[src/rtl/wb_pkg.sv]
// Shared definitions for the writeback stage: load-mode encodings and default widths.
package wb_pkg;

  localparam logic [2:0] LM_WORD   = 3'd0;
  localparam logic [2:0] LM_BYTE_S = 3'd1;
  localparam logic [2:0] LM_BYTE_U = 3'd2;
  localparam logic [2:0] LM_HALF_S = 3'd3;
  localparam logic [2:0] LM_HALF_U = 3'd4;

  localparam int WB_WIDTH  = 32;
  localparam int WB_ADDR_W = 5;

endpackage

[src/rtl/load_extend_m.sv]
// Memory-load lane extraction with sign/zero extension and alignment check.
module load_extend_m
  import wb_pkg::*;
#(
  parameter int WIDTH = WB_WIDTH
) (
  input  logic [WIDTH-1:0] data,
  input  logic [2:0]       load_mode,
  input  logic [1:0]       byte_offset,
  output logic [WIDTH-1:0] ext_data,
  output logic             misalign
);

  logic [7:0]  byte_s;
  logic [15:0] half_s;

  assign half_s = byte_offset[1] ? data[31:16] : data[15:0];

  always_comb begin
    case (byte_offset)
      2'd0:    byte_s = data[7:0];
      2'd1:    byte_s = data[15:8];
      2'd2:    byte_s = data[23:16];
      2'd3:    byte_s = data[31:24];
      default: byte_s = 8'h00;
    endcase
  end

  // Modes 5-7 fall into the word path.
  always_comb begin
    case (load_mode)
      LM_BYTE_S: begin
        ext_data = {{(WIDTH-8){byte_s[7]}}, byte_s};
        misalign = 1'b0;
      end
      LM_BYTE_U: begin
        ext_data = {{(WIDTH-8){1'b0}}, byte_s};
        misalign = 1'b0;
      end
      LM_HALF_S: begin
        ext_data = {{(WIDTH-16){half_s[15]}}, half_s};
        misalign = byte_offset[0];
      end
      LM_HALF_U: begin
        ext_data = {{(WIDTH-16){1'b0}}, half_s};
        misalign = byte_offset[0];
      end
      default: begin
        ext_data = data;
        misalign = (byte_offset != 2'b00);
      end
    endcase
  end

endmodule

[src/rtl/writeback_select_m.sv]
// Registered writeback source select (MEM/WB register) driving the register-file write port.
module writeback_select_m
  import wb_pkg::*;
#(
  parameter int WIDTH   = WB_WIDTH,
  parameter int NUM_SRC = 4,
  parameter int SEL_W   = $clog2(NUM_SRC),
  parameter int MEM_SRC = 1,
  parameter int ADDR_W  = WB_ADDR_W
) (
  input  logic                     clk,
  input  logic                     reset_n,
  input  logic                     in_valid,
  input  logic                     stall,
  input  logic                     flush,
  input  logic [SEL_W-1:0]         select,
  input  logic [NUM_SRC*WIDTH-1:0] src_data,
  input  logic [2:0]               load_mode,
  input  logic [1:0]               byte_offset,
  input  logic                     reg_write_in,
  input  logic [ADDR_W-1:0]        dest_in,
  output logic                     out_valid,
  output logic                     reg_write_out,
  output logic [ADDR_W-1:0]        dest_out,
  output logic signed [WIDTH-1:0]  wb_data,
  output logic                     misalign,
  output logic                     sel_error
);

  localparam int NUM_SLOTS = 1 << SEL_W;
  localparam logic [SEL_W:0]   NUM_SRC_L = (SEL_W + 1)'(NUM_SRC);
  localparam logic [SEL_W-1:0] MEM_SEL_L = SEL_W'(MEM_SRC);

  logic [WIDTH-1:0]  src_slot_s [NUM_SLOTS];
  logic [WIDTH-1:0]  mux_data_s;
  logic [WIDTH-1:0]  ext_data_s;
  logic              ext_misalign_s;
  logic              in_range_s;
  logic              is_mem_s;
  logic              misalign_s;
  logic              we_s;
  logic [WIDTH-1:0]  load_data_s;

  logic              valid_q, valid_d;
  logic              we_q, we_d;
  logic [ADDR_W-1:0] dest_q, dest_d;
  logic [WIDTH-1:0]  data_q, data_d;
  logic              misalign_q, misalign_d;
  logic              sel_error_q, sel_error_d;

  // Pad the source list to a power of two so any select value indexes safely.
  for (genvar g = 0; g < NUM_SLOTS; g++) begin : g_slot
    if (g < NUM_SRC) begin : g_src
      assign src_slot_s[g] = src_data[g*WIDTH +: WIDTH];
    end else begin : g_pad
      assign src_slot_s[g] = '0;
    end
  end

  assign mux_data_s = src_slot_s[select];
  assign in_range_s = ({1'b0, select} < NUM_SRC_L);
  assign is_mem_s   = (select == MEM_SEL_L);

  load_extend_m #(.WIDTH(WIDTH)) u_load_extend (
    .data        (src_data[MEM_SRC*WIDTH +: WIDTH]),
    .load_mode   (load_mode),
    .byte_offset (byte_offset),
    .ext_data    (ext_data_s),
    .misalign    (ext_misalign_s)
  );

  assign misalign_s  = is_mem_s & ext_misalign_s;
  assign we_s        = in_valid & reg_write_in & (dest_in != '0) & ~misalign_s & in_range_s;
  assign load_data_s = !in_range_s ? '0 :
                       is_mem_s    ? (misalign_s ? '0 : ext_data_s) :
                                     mux_data_s;

  // Next-state: flush beats stall beats load; sel_error survives flush.
  always_comb begin
    valid_d     = valid_q;
    we_d        = we_q;
    dest_d      = dest_q;
    data_d      = data_q;
    misalign_d  = misalign_q;
    sel_error_d = sel_error_q;
    if (flush) begin
      valid_d    = 1'b0;
      we_d       = 1'b0;
      dest_d     = '0;
      data_d     = '0;
      misalign_d = 1'b0;
    end else if (stall) begin
      valid_d = valid_q;
    end else begin
      valid_d     = in_valid;
      we_d        = we_s;
      dest_d      = dest_in;
      data_d      = load_data_s;
      misalign_d  = misalign_s;
      sel_error_d = sel_error_q | (in_valid & ~in_range_s);
    end
  end

  always_ff @(posedge clk) begin
    if (!reset_n) begin
      valid_q     <= 1'b0;
      we_q        <= 1'b0;
      dest_q      <= '0;
      data_q      <= '0;
      misalign_q  <= 1'b0;
      sel_error_q <= 1'b0;
    end else begin
      valid_q     <= valid_d;
      we_q        <= we_d;
      dest_q      <= dest_d;
      data_q      <= data_d;
      misalign_q  <= misalign_d;
      sel_error_q <= sel_error_d;
    end
  end

  assign out_valid     = valid_q;
  assign reg_write_out = we_q;
  assign dest_out      = dest_q;
  assign wb_data       = data_q;
  assign misalign      = misalign_q;
  assign sel_error     = sel_error_q;

endmodule

[config.mk]
export PLATFORM = sky130hd
export DESIGN_NAME = writeback_select_m
export DESIGN_NICKNAME = d
export VERILOG_FILES = /design/src/rtl/wb_pkg.sv /design/src/rtl/load_extend_m.sv /design/src/rtl/writeback_select_m.sv
export SDC_FILE = /design/constraint.sdc
export NUM_CORES = 1
export LEC_CHECK = 0
export ABC_AREA = 0
export ABC_CLOCK_PERIOD_IN_PS = 2300
export CORE_MARGIN = 8
export CORE_UTILIZATION = 39
export DETAILED_ROUTE_END_ITERATION = 6
export GPL_TIMING_DRIVEN = 0
export PLACE_DENSITY_LB_ADDON = 0.12
export SYNTH_ARGS = -nofsm -noshare
export SYNTH_HDL_FRONTEND = slang
export SYNTH_SLANG_ARGS = --single-unit
[constraint.sdc]
create_clock -name clk -period 2.3 [get_ports clk]
set_input_delay 0.46 -clock clk [delete_from_list [all_inputs] [get_ports clk]]
set_output_delay 0.46 -clock clk [all_outputs]
set_load 0.02 [all_outputs]
==> flow_summary.rst, run 1 <==
.. list-table::
   :header-rows: 1

   * - Metric
     - Value
   * - Final-report setup violation count
     - 0
   * - Endpoint class of the critical path
     - flop
   * - Number of nets still failing antenna checks after routing
     - 0
   * - Worst-Skew Late Latency
     - 0.30 ns
   * - Post-Synthesis Cell Area
     - ~3200 sq um
   * - Path depth of the worst reg2reg path
     - 2
   * - Placement row count
     - 33
   * - Dpl hpwl
     - 11600 um
   * - Worst-path cell with the longest stage delay
     - a2111oi_2
   * - Cts bufs inserted
     - 5
   * - I/O pins
     - ~190
   * - PortBufs
     - about 180
   * - CTS Sinks
     - 40
   * - Final Hold Slack
     - 0.466 ns
   * - Dominant synthesized flop cell
     - dfxtp_1
   * - Leading cell types in the layout, fill and taps excluded
     - clkdlybuf4s50_1 (177), o21ai_0 (58), mux2i_1 (45)
   * - Relative area change from synthesis to final layout
     - 68.1%
   * - Worst-Margin Slew
     - 0.932 ns
   * - Critical path capture point
     - wb_data[10]
   * - Number of DRC markers in iteration 0
     - ~180
   * - Final period utilization
     - between 90% and 100%
   * - Status
     - completed
   * - Area of the die
     - roughly 11000 sq um
   * - Post-synthesis net count
     - roughly 560
   * - Worst path buffer plus inverter count
     - 2
   * - Cells along the critical path
     - clkdlybuf4s50_1 > buf_2 > or3b_1 > nand2_2 > nor2_1 > a2111oi_2 > o221a_2
   * - Class of the tightest hold or removal check
     - flop to flop
   * - CTS tree
     - yes
   * - Endpoint of the worst-slack reg-to-reg timing path
     - wb_data[5]
   * - Proportion of register bits with asynchronous set or reset after synthesis
     - 0%
   * - Cell family with the largest share of critical-path delay
     - compound AO/OA/AOI/OAI gates
   * - Total of max-cap violations
     - 0
   * - Launching element of the worst setup path
     - load_mode[0]
   * - Largest net degree at the start of global routing
     - 14
   * - Layout cells sized above 1
     - 10.2%
   * - Max Slew Vio Count
     - 0
   * - CTS root buf
     - clkbuf_8
   * - Mean area per synthesized cell
     - 7.71 sq um
   * - Internal power consumption
     - 1.52 mW
   * - Design Power
     - approximately 2.2 mW
   * - Main area contributors after synthesis
     - dfxtp_1 (25%), mux2i_1 (14%), o21ai_0 (9.1%), a21oi_1 (6.9%), a31oi_1 (4.5%)
   * - Switching Share
     - a little under a third
   * - Final weighted congestion in routability-driven placement
     - roughly 0.85
   * - Routed wire length
     - approximately 14000 um
   * - Startpoint-to-endpoint class of the critical path
     - input port to flop
   * - Upper clock frequency limit
     - 445 MHz
   * - Number of diodes added for antenna fixing
     - 0
   * - Number of buffers inserted by hold repair at cts
     - 0
   * - Final standard cell area without fillers
     - between 5000 and 6000 sq um
   * - Type of origin of the critical path
     - input port
   * - Reg2Reg Setup Slack
     - 1.53 ns
   * - Post-place instance area
     - a little over 5000 sq um
   * - LEAKAGE
     - 2.02 nW
   * - Final Non-Filler Cells
     - about 710
   * - Worst-case headroom to the max-slew limit
     - between 30% and 40%
   * - Seq cells post-synth
     - 40
   * - Detailed-route wire length per cell
     - slightly above 20 um
   * - Hold violation count in the final report
     - 0
   * - Global-route wire length before repair
     - around 22000 um
   * - Highest net fanout along the worst path
     - 10
   * - Sequential cell fraction of total power
     - 33.5%
   * - Clock period minus worst slack
     - around 2.2 ns
   * - Die height
     - between 100 and 150 um
   * - Comb pwr share
     - around 38%
   * - Post-synth EDFFs
     - 0
   * - Total grt overflow
     - 0
   * - H-tree Lvls
     - 2
   * - Fraction of synthesized cell area taken by the top area cell type
     - roughly a quarter
   * - Most frequent standard cell in the layout excluding fill and tap cells
     - clkdlybuf4s50_1
   * - Clock-pin slew reported for the worst setup and hold paths after clock tree synthesis
     - 0.09 ns
   * - Largest stage delay on the critical path
     - 0.46 ns
   * - Effective utilization at floorplan
     - between 30% and 40%
   * - Cell type with the largest total area after synthesis
     - dfxtp_1
   * - Launch instance of the worst register-to-register path
     - wb_data[5]
   * - Nets
     - roughly 750
   * - Maximum buffer depth of the clock tree
     - 2
   * - Detailed-route DRC error count
     - 0
   * - DP Cell Count
     - around 700
   * - Synthesized instance count
     - around 420
   * - Global-route layer with the greatest usage
     - met2
   * - M1 GR Usage
     - between 20 and 30%
   * - Number of synthesis warnings
     - 0
   * - Via count of the first global-routing pass
     - around 4200
   * - Total power per unit cell area
     - slightly above 400 nW/um^2
   * - Worst clock skew
     - 0 ns
   * - Clk network pwr share
     - 28.4%
   * - Worst IR Drop VDD
     - between 200 and 300 uV
   * - Routed via count divided by cell count
     - 5.72
   * - Detailed-route via count
     - between 4000 and 5000
   * - Crit path depth
     - 7
   * - Met2 demand-to-capacity share in global routing
     - 40.9%
   * - Core Util, Final
     - between 60 and 70%
   * - First-pass iteration count of the detailed router
     - 5
   * - Data arrival at the endpoint of the critical path
     - roughly 2.5 ns
   * - NetSw
     - around 670 uW
   * - Met3 GRT Util
     - 6.78%
   * - Initial antenna violation count
     - 0
   * - Number of distinct library cell variants in the gate-level netlist after synthesis
     - 43
   * - Core Footprint
     - between 8000 and 9000 sq um
   * - All-layer global routing usage
     - a little under a quarter
   * - Seq/Total Area, Yosys
     - 25.0%
   * - Horizontal die dimension
     - 107 um
   * - Critical path data required time
     - ~2.6 ns
## cell type report
type	count	area (sq um)
repair buffers	183	1820
clock buffers	6	82.6
multi-input cells	330	2290
plain buffers	43	215
well taps	105	131
inverters	2	7.51
flip-flops and latches	40	801
clock inverters	2	38.8
fillers	722	2710
## sequential cells by signal (all words and copies together), names as in the netlist
name	flops
misalign	1
reg_write_out	1
out_valid	1
dest_out	5
wb_data	32
## layer usage
metal,routed length (um),share of wire (%)
met3,1240,8.7
met2,6930,48
met1,5910,41
met5,0,0
met4,250,1.7
## power groups by stage
stage               clock, mW  combinational (mW)  sequential [mW]
finish                  0.624               0.834            0.735
global route            0.656               0.892            0.739
CTS                     0.628               0.816            0.735
detailed placement          0               0.803            0.751
global placement            0               0.791            0.750
floorplan                   0               0.336            0.786
## worst min path at each step
| stage | from | endpoint | slack, ns | cells past startpoint |
|---|---|---|---|---|
| after floorplan | misalign | misalign | 0.54 | 2 |
| after global placement | reg_write_out | reg_write_out | 0.45 | 2 |
| after detailed placement | reg_write_out | reg_write_out | 0.45 | 2 |
| after CTS | reg_write_out | reg_write_out | 0.47 | 2 |
| after global routing | reg_write_out | reg_write_out | 0.48 | 2 |
| final | reg_write_out | reg_write_out | 0.47 | 2 |
## through the flow
stage / setup TNS (ns) / setup slack (ns)
finish: 0 / 0.0541
global route: -0.115 / -0.0275
CTS: -0.133 / -0.0310
detailed placement: -17.37 / -0.766
global placement: -16.22 / -0.752
floorplan: 0 / 0.217
## what timing repair did
action	4_1_cts	5_1_grt
pin swaps	0	1
gates resized for setup	28	14
buffers inserted	0	1
endpoints found under the setup margin	30	19
## logic make-up (layout without fill, tap and decap cells)
family | Yosys count | count (layout) | share of synthesized area (%)
AO/OA/AOI/OAI | 186 | 186 | 36.5
XOR/XNOR | 2 | 2 | 0.547
buffers and inverters | 46 | 236 | 6.56
flip-flops | 40 | 40 | 25.0
multiplexers | 53 | 53 | 17.2
other | 1 | 1 | 0.117
AND/OR/NAND/NOR | 88 | 88 | 14.1
## synth_stat cells, drive strengths merged, types with 2 or more instances
| master | number |
|---|---|
| a2111oi | 7 |
| o22ai | 14 |
| or3b | 2 |
| o221a | 8 |
| nand3b | 2 |
| nand2b | 21 |
| o21ba | 8 |
| a31oi | 23 |
| nand2 | 8 |
| a22oi | 8 |
| inv | 2 |
| o21ai | 59 |
| buf | 18 |
| o221ai | 7 |
| a211oi | 2 |
| dfxtp | 40 |
| clkbuf | 26 |
| a21oi | 44 |
| nor2 | 34 |
| nand3 | 4 |
| nor2b | 12 |
| xor2 | 2 |
| mux2i | 45 |
| mux2 | 7 |
## worst min-delay path: stages, from the launching register on
cell and delay [ns]:
dfxtp_1 0.32, nand2_1 0.06, a21oi_1 0.05
(Power assumes the default switching activity.)
==> inputs of run 2 (changes only) <==
- SLEW_MARGIN: unset -> 20
==> results of run 2 <==
Final layout, timing and power as in run 1 (identical DEF).
==> inputs of run 3 (changes only) <==
- CAP_MARGIN: unset -> 30
==> results of run 3 <==
Final layout, timing and power as in run 1 (identical DEF).
